[src/rtl/agc_gate_pkg.sv]
// Shared encodings and limits for the clocked NOR gate bank.
package agc_gate_pkg;

   localparam int unsigned MODE_TRANSPORT = 0;
   localparam int unsigned MODE_INERTIAL  = 1;

   localparam int unsigned MAX_GATES  = 16;
   localparam int unsigned MAX_INPUTS = 4;
   localparam int unsigned MAX_DELAY  = 15;

   // Adds up to 16 simultaneous swallow events, clamping at 255.
   function automatic logic [7:0] sat_add8(input logic [7:0] acc, input logic [4:0] inc);
      logic [8:0] sum;
      sum = {1'b0, acc} + {4'b0000, inc};
      return sum[8] ? 8'hFF : sum[7:0];
   endfunction

endpackage

[src/rtl/nor_bank_clk_nor_cell.sv]
// One NOR gate with a clocked transport or inertial delay path.
module nor_cell
   import agc_gate_pkg::*;
#(
   parameter int unsigned INPUTS = 2,
   parameter int unsigned DELAY  = 9,
   parameter int unsigned MODE   = MODE_TRANSPORT,
   parameter logic        IC_BIT = 1'b0
)(
   input  logic              clk,
   input  logic              rst_n,
   input  logic              en,
   input  logic              force_i,
   input  logic [INPUTS-1:0] a,
   output logic              y,
   output logic              pending,
   output logic              swallow
);

   logic n;
   assign n = ~((|a) | force_i);

   generate
      if (MODE == MODE_TRANSPORT) begin : g_transport
         logic [DELAY-1:0] sr_q, sr_d;

         always_comb begin
            sr_d = sr_q;
            if (en) begin
               sr_d[0] = n;
               for (int unsigned s = 1; s < DELAY; s++) begin
                  sr_d[s] = sr_q[s-1];
               end
            end
         end

         always_ff @(posedge clk or negedge rst_n) begin
            if (!rst_n) begin
               sr_q <= {DELAY{IC_BIT}};
            end else begin
               sr_q <= sr_d;
            end
         end

         // The oldest stage is the output, so it never counts as in flight.
         assign y       = sr_q[DELAY-1];
         assign pending = (sr_q != {DELAY{y}});
         assign swallow = 1'b0;
      end else begin : g_inertial
         logic [3:0] cnt_q, cnt_d;
         logic       y_q, y_d;
         logic       swallow_d;

         always_comb begin
            cnt_d     = cnt_q;
            y_d       = y_q;
            swallow_d = 1'b0;
            if (en) begin
               if (n != y_q) begin
                  if (cnt_q + 4'd1 == 4'(DELAY)) begin
                     y_d   = ~y_q;
                     cnt_d = '0;
                  end else begin
                     cnt_d = cnt_q + 4'd1;
                  end
               end else if (cnt_q != '0) begin
                  cnt_d     = '0;
                  swallow_d = 1'b1;
               end
            end
         end

         always_ff @(posedge clk or negedge rst_n) begin
            if (!rst_n) begin
               cnt_q <= '0;
               y_q   <= IC_BIT;
            end else begin
               cnt_q <= cnt_d;
               y_q   <= y_d;
            end
         end

         assign y       = y_q;
         assign pending = (cnt_q != '0);
         assign swallow = swallow_d;
      end
   endgenerate

endmodule

[src/rtl/nor_bank_clk.sv]
// Bank of independent clocked NOR gates with a shared swallowed-pulse counter.
module nor_bank_clk
   import agc_gate_pkg::*;
#(
   parameter int unsigned      GATES  = 4,
   parameter int unsigned      INPUTS = 2,
   parameter int unsigned      DELAY  = 9,
   parameter logic [GATES-1:0] IC     = '0,
   parameter int unsigned      MODE   = MODE_TRANSPORT
)(
   input  logic                    clk,
   input  logic                    rst_n,
   input  logic                    en,
   // force is a reserved word, so the forcing term is carried on force_i.
   input  logic                    force_i,
   input  logic [GATES*INPUTS-1:0] a,
   output logic [GATES-1:0]        y,
   output logic [GATES-1:0]        pending,
   output logic [7:0]              swallowed
);

   generate
      if (GATES < 1 || GATES > MAX_GATES || INPUTS < 1 || INPUTS > MAX_INPUTS ||
          DELAY < 1 || DELAY > MAX_DELAY ||
          (MODE != MODE_TRANSPORT && MODE != MODE_INERTIAL)) begin : g_bad_param
         $error("nor_bank_clk: illegal parameter value");
      end
   endgenerate

   logic [GATES-1:0] swallow;

   generate
      for (genvar g = 0; g < GATES; g++) begin : g_gate
         nor_cell #(
            .INPUTS (INPUTS),
            .DELAY  (DELAY),
            .MODE   (MODE),
            .IC_BIT (IC[g])
         ) u_cell (
            .clk     (clk),
            .rst_n   (rst_n),
            .en      (en),
            .force_i (force_i),
            .a       (a[g*INPUTS +: INPUTS]),
            .y       (y[g]),
            .pending (pending[g]),
            .swallow (swallow[g])
         );
      end
   endgenerate

   logic [4:0] swallow_cnt;
   logic [7:0] swallowed_q, swallowed_d;

   always_comb begin
      swallow_cnt = '0;
      for (int unsigned g = 0; g < GATES; g++) begin
         swallow_cnt = swallow_cnt + 5'(swallow[g]);
      end
      swallowed_d = swallowed_q;
      if (en) begin
         swallowed_d = sat_add8(swallowed_q, swallow_cnt);
      end
   end

   always_ff @(posedge clk or negedge rst_n) begin
      if (!rst_n) begin
         swallowed_q <= '0;
      end else begin
         swallowed_q <= swallowed_d;
      end
   end

   assign swallowed = swallowed_q;

endmodule

[config.mk]
export PLATFORM = sky130hd
export DESIGN_NAME = nor_bank_clk
export DESIGN_NICKNAME = d
export VERILOG_FILES = /design/src/rtl/agc_gate_pkg.sv /design/src/rtl/nor_bank_clk_nor_cell.sv /design/src/rtl/nor_bank_clk.sv
export SDC_FILE = /design/constraint.sdc
export NUM_CORES = 1
export LEC_CHECK = 0
export ABC_AREA = 1
export CORE_MARGIN = 2
export CORE_UTILIZATION = 40
export CTS_BUF_LIST = sky130_fd_sc_hd__clkbuf_8
export DETAILED_ROUTE_END_ITERATION = 12
export PLACE_DENSITY = 0.59
export RECOVER_POWER = 25
export SKIP_LAST_GASP = 1
export SLEW_MARGIN = 25
export SYNTH_ARGS = -nofsm -noshare
export SYNTH_HDL_FRONTEND = slang
export SYNTH_SLANG_ARGS = --single-unit
[constraint.sdc]
create_clock -name clk -period 2.55 [get_ports clk]
set_clock_uncertainty 0.1 [all_clocks]
set_input_delay 0.51 -clock clk [delete_from_list [all_inputs] [get_ports clk]]
set_output_delay 0.51 -clock clk [all_outputs]
set_load 0.02 [all_outputs]
# == Word level (Yosys, flattened, before mapping) ==
# Cells that the tools add are included.
# classes
n_eq_ne,4
n_bitwise,8
n_reduce_logical,4
# ops
op,n
8-bit inequality test,4
2-bit OR reduction,4
1-bit NOT,4
1-bit OR,4
# totals
register_bits,36
inputBits,12
elab_cells,20

# == Logic depth before layout (Yosys ltp) ==
# Gate-level depths: netlist (run 1).
# depth
ltp_word,3
ltp_mapped,6
ltp_nobuf,5

# == Hierarchy ==
# From an unflattened synthesis (run 1), not the netlist that was laid out.
# unflattened
hier_cells,272
area_unflattened_um2,2314.7
# modules_own_cells
module,instances,cells_per_inst,area_each_um2
nor_cell,4,53,449.2
nor_bank_clk,1,60,518.0

# == Least setup slack after synthesis (run 1) ==
# Ideal clock, no wire load.
# synth_path
path_type,register to output
start,register g_gate[3].u_cell.g_transport.sr_q[4]
end,output pending[3]
arrival_time_ps,804
required_time_ps,1940
path_slack_ps,1136
path_stages_with_launch,6
path_buffers,1
path_cell_list,dfrtp_1 -> nor2_1 -> nand3_1 -> nor2_1 -> nor2_1 -> buf_4
# synth_between
elab_chain_cells,1
# synth_lines
item,line,rtl
start: declaration,nor_bank_clk_nor_cell.sv:25,"logic [DELAY-1:0] sr_q, sr_d;"
start signal: assignment,nor_bank_clk_nor_cell.sv:39,sr_q <= {DELAY{IC_BIT}};
start signal: assignment,nor_bank_clk_nor_cell.sv:41,sr_q <= sr_d;
8-bit inequality test,nor_bank_clk_nor_cell.sv:47,assign pending = (sr_q != {DELAY{y}});
end: declaration,nor_bank_clk.sv:18,"output logic [GATES-1:0] pending,"
# No other way between the ends.

# == Worst setup path after layout (run 1) ==
# layout_path
start,register g_gate[1].u_cell.g_transport.sr_q[0]
end,output pending[1]
# layout_between
elab_chain_cells,1
# layout_lines
item,line
start: declaration,nor_bank_clk_nor_cell.sv:25
start signal: assignment,nor_bank_clk_nor_cell.sv:39
start signal: assignment,nor_bank_clk_nor_cell.sv:41
8-bit inequality test,nor_bank_clk_nor_cell.sv:47
# No other way between the ends.

==> results.sh, run 1 <==
export IMPL_antenna_cells=0
export IMPL_hold_viol_final=0
export IMPL_clk_latency_ns=0.29
export IMPL_dp_hpwl_um=2007
export IMPL_max_clock_path_buffers=2
export IMPL_setup_viol=0
export IMPL_finalNonFillerCells=284
export IMPL_period_needed_ns=2.266
export IMPL_worstMarginPinSlew_ns=1.419
export IMPL_fin_crit_sh_pct=88.85
export IMPL_ir_worst_vdd_uv=450.3
export IMPL_min_from="g_gate[2].u_cell.g_transport.sr_q[6]$_DFFE_PN0P_"
export IMPL_row_count=24
export IMPL_p_switching_uw=385.3
export IMPL_outcome="completed"
export IMPL_clkPwrFrac_pct=31.2
export IMPL_clk_pin_slew_worst_paths_ns=0.07
export IMPL_power_density_nw_per_um2=666.0
export IMPL_placed_area_um2=1909
export IMPL_postRouteWirelength_um=2969
export IMPL_swShare_pct=29.07
export IMPL_dp_worst_setup_slack_ns=0.6182
export IMPL_grt_total_usage_pct=13.99
export IMPL_synth_cells=219
export IMPL_ys_ff_latch=36
export IMPL_cts_repair_resized=0
export IMPL_fin_nets=243
export IMPL_drtIter0Drc=107
export IMPL_fmax_mhz=441.3
export IMPL_cap_violations=0
export IMPL_numCtsBuffers=5
export IMPL_yosysMostFrequentCell="nor2_1"
export IMPL_coreArea_um2=4324
export IMPL_leakagePower_nw=0.9121
export IMPL_dp_cells=276
export IMPL_post_cts_buffers=0
export IMPL_final_antenna_net_count=0
export IMPL_synth_edf_count=0
export IMPL_cp_required_ns=1.94
export IMPL_yosysWarningCount=0
export IMPL_seq_area_frac_synth_pct=50.28
export IMPL_htreeDepth=2
export IMPL_intPower_uw=940.4
export IMPL_fp_dieH_um=70.93
export IMPL_top_register="g_gate.u_cell.g_transport.sr_q"
export IMPL_critPathLaunchType="register"
export IMPL_dr_pass1_iters=4
export IMPL_dieArea_um2=5030
export IMPL_path_max_fanout=4
export IMPL_area_growth_pct=11.10
export IMPL_chipWidth_um=70.93
export IMPL_rsz0062_at_grt="no"
export IMPL_cts_tree="done"
export IMPL_hold_buffers=0
export IMPL_drive_gt1_share_pct=9.052
export IMPL_final_area_um2=1991
export IMPL_grt_pass1_vias=1203
export IMPL_synth_area_leaders="dfrtp_1, nor2_1, nand2_1, buf_4, inv_1"
export IMPL_antenna_found_initial=0
export IMPL_post_drt_wl_per_cell_um=10.45
export IMPL_portBuffers=19
export IMPL_clkSinkCount=36
export IMPL_seq_power_share_pct=52.4
export IMPL_relSlewSlack_pct=5.405
export IMPL_worstReg2RegStart="g_gate[1].u_cell.g_transport.sr_q[0]$_DFFE_PN0P_"
export IMPL_drv_slew=0
export IMPL_comb_power_share_pct=16.4
export IMPL_dominantRegCellSynth="dfrtp_1"
export IMPL_path_class="register to primary output"
export IMPL_syn_cell_area_um2=1792
export IMPL_synth_top_area_share_pct=50.28
export IMPL_avgSynthCellArea_um2=8.181
export IMPL_drc=0
export IMPL_detailroute_via_count=1272
export IMPL_async_reset_ff_share_pct=100.0
export IMPL_grt_max_degree=37
export IMPL_pin_count=28
export IMPL_synth_common_cells="nor2_1, nand2_1, dfrtp_1, inv_1, o21ai_0"
export IMPL_yosys_cell_types_count=16
export IMPL_tns_ns=0
export IMPL_top_regs="g_gate.u_cell.g_transport.sr_q x36"
export IMPL_cts_root_buf="clkbuf_8"
export IMPL_synth_area_leader_cell="dfrtp_1"
export IMPL_crit_arrival_ns=1.66
export IMPL_fin_util_pct=46.04
export IMPL_largest_register_ffs=36
export IMPL_hold_class="register to register"
export IMPL_avgViaCountPerCell=4.479
export IMPL_routabilityCongestion=0.7353
export IMPL_start_util_pct=41.44
export IMPL_worst_slack_ns=0.2842
export IMPL_grt_pass1_wl_um=5437
export IMPL_grt_overflow_total=0
export IMPL_end_kind="primary output"
export IMPL_cp_startpoint="g_gate[1].u_cell.g_transport.sr_q[0]$_DFFE_PN0P_"
==> critical path, stage by stage, from the launching register on <==
cell and delay (ns):
dfrtp_1 0.43, nand2_1 0.08, inv_1 0.04, nand2_1 0.05
nor2_1 0.03, nor2_1 0.11, clkdlybuf4s50_1 0.62
==> per-layer routing <==
metal / vias up / wire (um) / global-route usage, % / part of all wire [%]
met5: - / 0 / 0 / 0
met4: 0 / 26 / 5.660 / 0.88
met3: 4 / 112 / 5.271 / 3.8
met2: 19 / 1325 / 20.35 / 45
met1: 578 / 1504 / 18.90 / 51
li1: 671 / - / - / -
==> logic make-up after synthesis <==
| kind of cell | count (synthesis) | share of synthesized area [%] |
|---|---|---|
| AOI/OAI and AO/OA | 36 | 12.43 |
| other | 1 | 0.2093 |
| DFF | 36 | 50.28 |
| and+or+nand+nor | 93 | 20.88 |
| buffers and inverters | 53 | 16.20 |
==> stage by stage <==
step                hold WS (ns)  total power [mW]
floorplan                 0.1144            0.8736
global placement          0.3914            0.9241
detailed placement        0.4001            0.9282
CTS                       0.4105             1.347
global route              0.4445             1.416
finish                    0.4093             1.326
==> layout make-up <==
class                           count  area [um^2]
Timing Repair Buffer               22        198.9
Tap cell                           52        65.06
Sequential cell                    36        900.9
Multi-Input combinational cell    137        626.9
Clock buffer                        6        82.58
Inverter                           29        108.9
Fill cell                         458         2333
Clock inverter                      2        7.507
==> path summary, 6_finish.rpt <==
kind	end	slack, ns	depth (start not counted)
min	g_gate[2].u_cell.g_transport.sr_q[7]$_DFFE_PN0P_	0.41	2
max reg2reg	g_gate[1].u_cell.g_transport.sr_q[1]$_DFFE_PN0P_	1.68	2
max	pending[1]	0.28	6
min reg2reg	g_gate[2].u_cell.g_transport.sr_q[7]$_DFFE_PN0P_	0.41	2
max in group asynchronous	g_gate[3].u_cell.g_transport.sr_q[0]$_DFFE_PN0P_	1.49	2
min in group asynchronous	g_gate[0].u_cell.g_transport.sr_q[0]$_DFFE_PN0P_	0.54	2
==> cell usage in the layout, fill, tap and decap left out <==
cell | netlist | layout
clkbuf_1 | 1 | 3
buf_4 | 16 | 1
a21oi_2 | 10 | 10
conb_1 | 1 | 8
o22ai_1 | 4 | 4
nand2_1 | 37 | 37
or2_2 | 4 | 4
a21oi_1 | 2 | 2
nor2_1 | 40 | 40
inv_1 | 29 | 31
dfrtp_1 | 36 | 36
o21ai_0 | 20 | 20
clkbuf_8 | 0 | 6
clkdlybuf4s50_1 | 0 | 18
nand3_1 | 12 | 12
==> power groups by stage <==
stage	Sequential [mW]	Clock [mW]	Combinational, mW
finish	0.695	0.414	0.217
global route	0.708	0.454	0.254
CTS	0.695	0.428	0.223
detailed placement	0.706	0	0.222
global placement	0.705	0	0.219
floorplan	0.692	0	0.181
Note: power is estimated with default switching activity, not from simulation.
==> run 2, diff against run 1 <==
--- a/config.mk
+++ b/config.mk
@@ -10,10 +10,11 @@
 export CORE_UTILIZATION = 40
 export CTS_BUF_LIST = sky130_fd_sc_hd__clkbuf_8
 export DETAILED_ROUTE_END_ITERATION = 12
-export PLACE_DENSITY = 0.59
+export PLACE_DENSITY = 0.58
 export RECOVER_POWER = 25
 export SKIP_LAST_GASP = 1
 export SLEW_MARGIN = 25
 export SYNTH_ARGS = -nofsm -noshare
 export SYNTH_HDL_FRONTEND = slang
+export SYNTH_HIERARCHICAL = 1
 export SYNTH_SLANG_ARGS = --single-unit
==> constraint.sdc (replaced) <==
create_clock -name clk -period 2.46 [get_ports clk]
set_clock_uncertainty 0.1 [all_clocks]
set_input_delay 0.492 -clock clk [delete_from_list [all_inputs] [get_ports clk]]
set_output_delay 0.492 -clock clk [all_outputs]
set_load 0.02 [all_outputs]
==> results.sh, run 2 <==
export IMPL_outcome="completed"
export IMPL_fin_crit_sh_pct=89.20
export IMPL_grt_pass1_wl_um=7293
export IMPL_chipWidth_um=80.07
export IMPL_yosysMostFrequentCell="nand2_1"
export IMPL_grt_max_degree=31
export IMPL_pin_count=28
export IMPL_cts_repair_resized=0
export IMPL_end_kind="primary output"
export IMPL_synth_edf_count=0
export IMPL_hold_buffers=0
export IMPL_finalNonFillerCells=371
export IMPL_critPathLaunchType="register"
export IMPL_seq_area_frac_synth_pct=47.57
export IMPL_final_cell_mix="nand2_1, dfrtp_1, inv_1, nor2_1, clkdlybuf4s50_1"
export IMPL_crit_arrival_ns=1.60
export IMPL_yosysWarningCount=6
export IMPL_postRouteWirelength_um=3910
export IMPL_synth_common_cells="nand2_1, dfrtp_1, nor2_1, inv_1"
export IMPL_area_growth_pct=14.65
export IMPL_antenna_cells=0
export IMPL_ir_worst_vdd_uv=478.6
export IMPL_power_density_nw_per_um2=785.8
export IMPL_async_reset_ff_share_pct=100.0
export IMPL_coreArea_um2=5540
export IMPL_start_util_pct=41.78
export IMPL_tns_ns=0
export IMPL_dr_pass1_iters=4
export IMPL_rrSetupSlack_ns=1.01
export IMPL_drc=0
export IMPL_cp_required_ns=1.87
export IMPL_dieArea_um2=6411
export IMPL_relSlewSlack_pct=20.80
export IMPL_cts_tree="done"
export IMPL_drive_gt1_share_pct=11.37
export IMPL_synthSimpleGateAreaFrac_pct=23.78
export IMPL_synth_top_area_share_pct=47.57
export IMPL_fmax_mhz=455.7
export IMPL_yosys_cell_types_count=24
export IMPL_top_register="g_gate.u_cell/g_transport.sr_q"
export IMPL_path_max_fanout=4
export IMPL_hold_class="input port to async pin"
export IMPL_synth_xor_area_share_pct=0
export IMPL_period_needed_ns=2.194
export IMPL_htreeDepth=2
export IMPL_final_common_cell="nand2_1"
export IMPL_antenna_found_initial=0
export IMPL_synth_top_family_by_area="simple AND/OR/NAND/NOR gates"
export IMPL_setup_viol=0
export IMPL_clk_pin_slew_worst_paths_ns=0.08
export IMPL_dominantRegCellSynth="dfrtp_1"
export IMPL_dp_worst_setup_slack_ns=0.5579
export IMPL_final_area_um2=2654
export IMPL_synth_compound_area_share_pct=11.78
export IMPL_dp_hpwl_um=2835
export IMPL_cts_root_buf="clkbuf_8"
export IMPL_synth_cells=272
export IMPL_final_antenna_net_count=0
export IMPL_routabilityCongestion=0.7422
export IMPL_avgSynthCellArea_um2=8.510
export IMPL_fp_dieH_um=80.07
export IMPL_synthAdderAreaFrac_pct=3.135
export IMPL_grt_pass1_vias=1662
export IMPL_synth_area_leader_cell="dfrtp_1"
export IMPL_portBuffers=27
export IMPL_max_clock_path_buffers=2
export IMPL_leakagePower_nw=1.234
export IMPL_grt_overflow_total=0
export IMPL_grt_total_usage_pct=14.36
export IMPL_rsz0062_at_grt="no"
export IMPL_syn_cell_area_um2=2315
export IMPL_largest_register_ffs=36
export IMPL_row_count=27
export IMPL_cap_violations=0
export IMPL_worst_slack_ns=0.2657
export IMPL_placed_area_um2=2565
export IMPL_detailroute_via_count=1697
export IMPL_hold_viol_final=0
export IMPL_post_cts_buffers=0
export IMPL_clk_latency_ns=0.29
export IMPL_fin_nets=314
export IMPL_drv_slew=0
export IMPL_synth_fp_nets=288
export IMPL_dp_cells=363
export IMPL_drtIter0Drc=73
export IMPL_path_class="register to primary output"
export IMPL_avgViaCountPerCell=4.574
export IMPL_ys_ff_latch=44
export IMPL_numCtsBuffers=5
export IMPL_synthMuxAreaShare_pct=0
export IMPL_worstMarginPinSlew_ns=1.188
export IMPL_synth_area_leaders="dfrtp_1, nand2_1, nor2_1, inv_1, nand3_1"
export IMPL_post_drt_wl_per_cell_um=10.54
export IMPL_clkSinkCount=44
-- run 2: cell types whose count changed in the layout (fill, tap and decap cells not counted), sizes merged, moves of 3 or more --
cell | previous run | this run
nand2 | 37 | 56
nand3 | 12 | 23
inv | 31 | 40
dfrtp | 36 | 44
clkdlybuf4s50 | 18 | 25
o21ai | 20 | 27
nor3 | 0 | 5
buf | 1 | 5
conb | 8 | 4
o22ai | 4 | 0
or2 | 4 | 0
fa | 0 | 3
-- run 2: per-stage QoR --
step	hold WS, ns	power, mW	util (%)
global route	0.4104	2.260	47.90
CTS	0.06595	2.116	47.92
global placement	0.3896	1.642	46.30
detailed placement	0.3901	1.648	46.30
finish	0.3197	2.085	47.90
floorplan	0.09641	1.417	-
-- run 2: per-layer routing --
layer	share of wire (%)	wire [um]	track usage [%]	vias to the layer above
li1	-	-	-	889
met1	48	1871	18.59	779
met2	47	1840	23.17	22
met3	3.7	144	3.820	7
met4	1.4	53	5.085	0
met5	0	0	0	-
-- run 2: final timing paths --
kind	start	to	cells after the start
setup reg to reg	swallowed[0]$_DFFE_PN0P_	swallowed[0]$_DFFE_PN0P_	4
hold / removal	rst_n	g_gate[0].u_cell/g_transport.sr_q[8]$_DFFE_PN0P_	1
min in group clk	g_gate[0].u_cell/g_transport.sr_q[6]$_DFFE_PN0P_	g_gate[0].u_cell/g_transport.sr_q[7]$_DFFE_PN0P_	2
max in group asynchronous	rst_n	swallowed[6]$_DFFE_PN0P_	2
hold reg to reg	g_gate[0].u_cell/g_transport.sr_q[6]$_DFFE_PN0P_	g_gate[0].u_cell/g_transport.sr_q[7]$_DFFE_PN0P_	2
setup / recovery	g_gate[1].u_cell/g_transport.sr_q[5]$_DFFE_PN0P_	pending[1]	6
-- run 2: area by class of cell --
cell class | count | area, um^2
multi-input cells | 177 | 910.9
fillers | 575 | 2887
clock inverters | 2 | 7.507
well taps | 72 | 90.09
inverters | 39 | 147.6
flip-flops and latches | 44 | 1101
repair buffers | 31 | 314.1
clock buffers | 6 | 82.58
-- run 2: power by group --
| part | leakage (nW) | switching, mW | total (mW) | internal (mW) |
|---|---|---|---|---|
| Sequential | 0.547 | 0.134 | 0.984 | 0.851 |
| Combinational | 0.633 | 0.359 | 0.652 | 0.292 |
| Clock | 0.0538 | 0.228 | 0.449 | 0.221 |
| Total | 1.23 | 0.721 | 2.09 | 1.36 |
-- run 2: logic make-up (layout without fill, tap and decap cells) --
family / after synthesis / count (layout)
flops: 44 / 44
other cells: 4 / 4
compound gates: 41 / 41
fa+ha+maj: 4 / 4
buf+inv: 51 / 78
simple gates: 128 / 128
-- run 2: critical path, cell delays in order (launching register included) --
cell and delay, ns:
dfrtp_1 0.42, nand2_1 0.08, nor2_1 0.04, nand2_1 0.05
nor2_1 0.04, nor2_1 0.09, clkdlybuf4s50_1 0.61
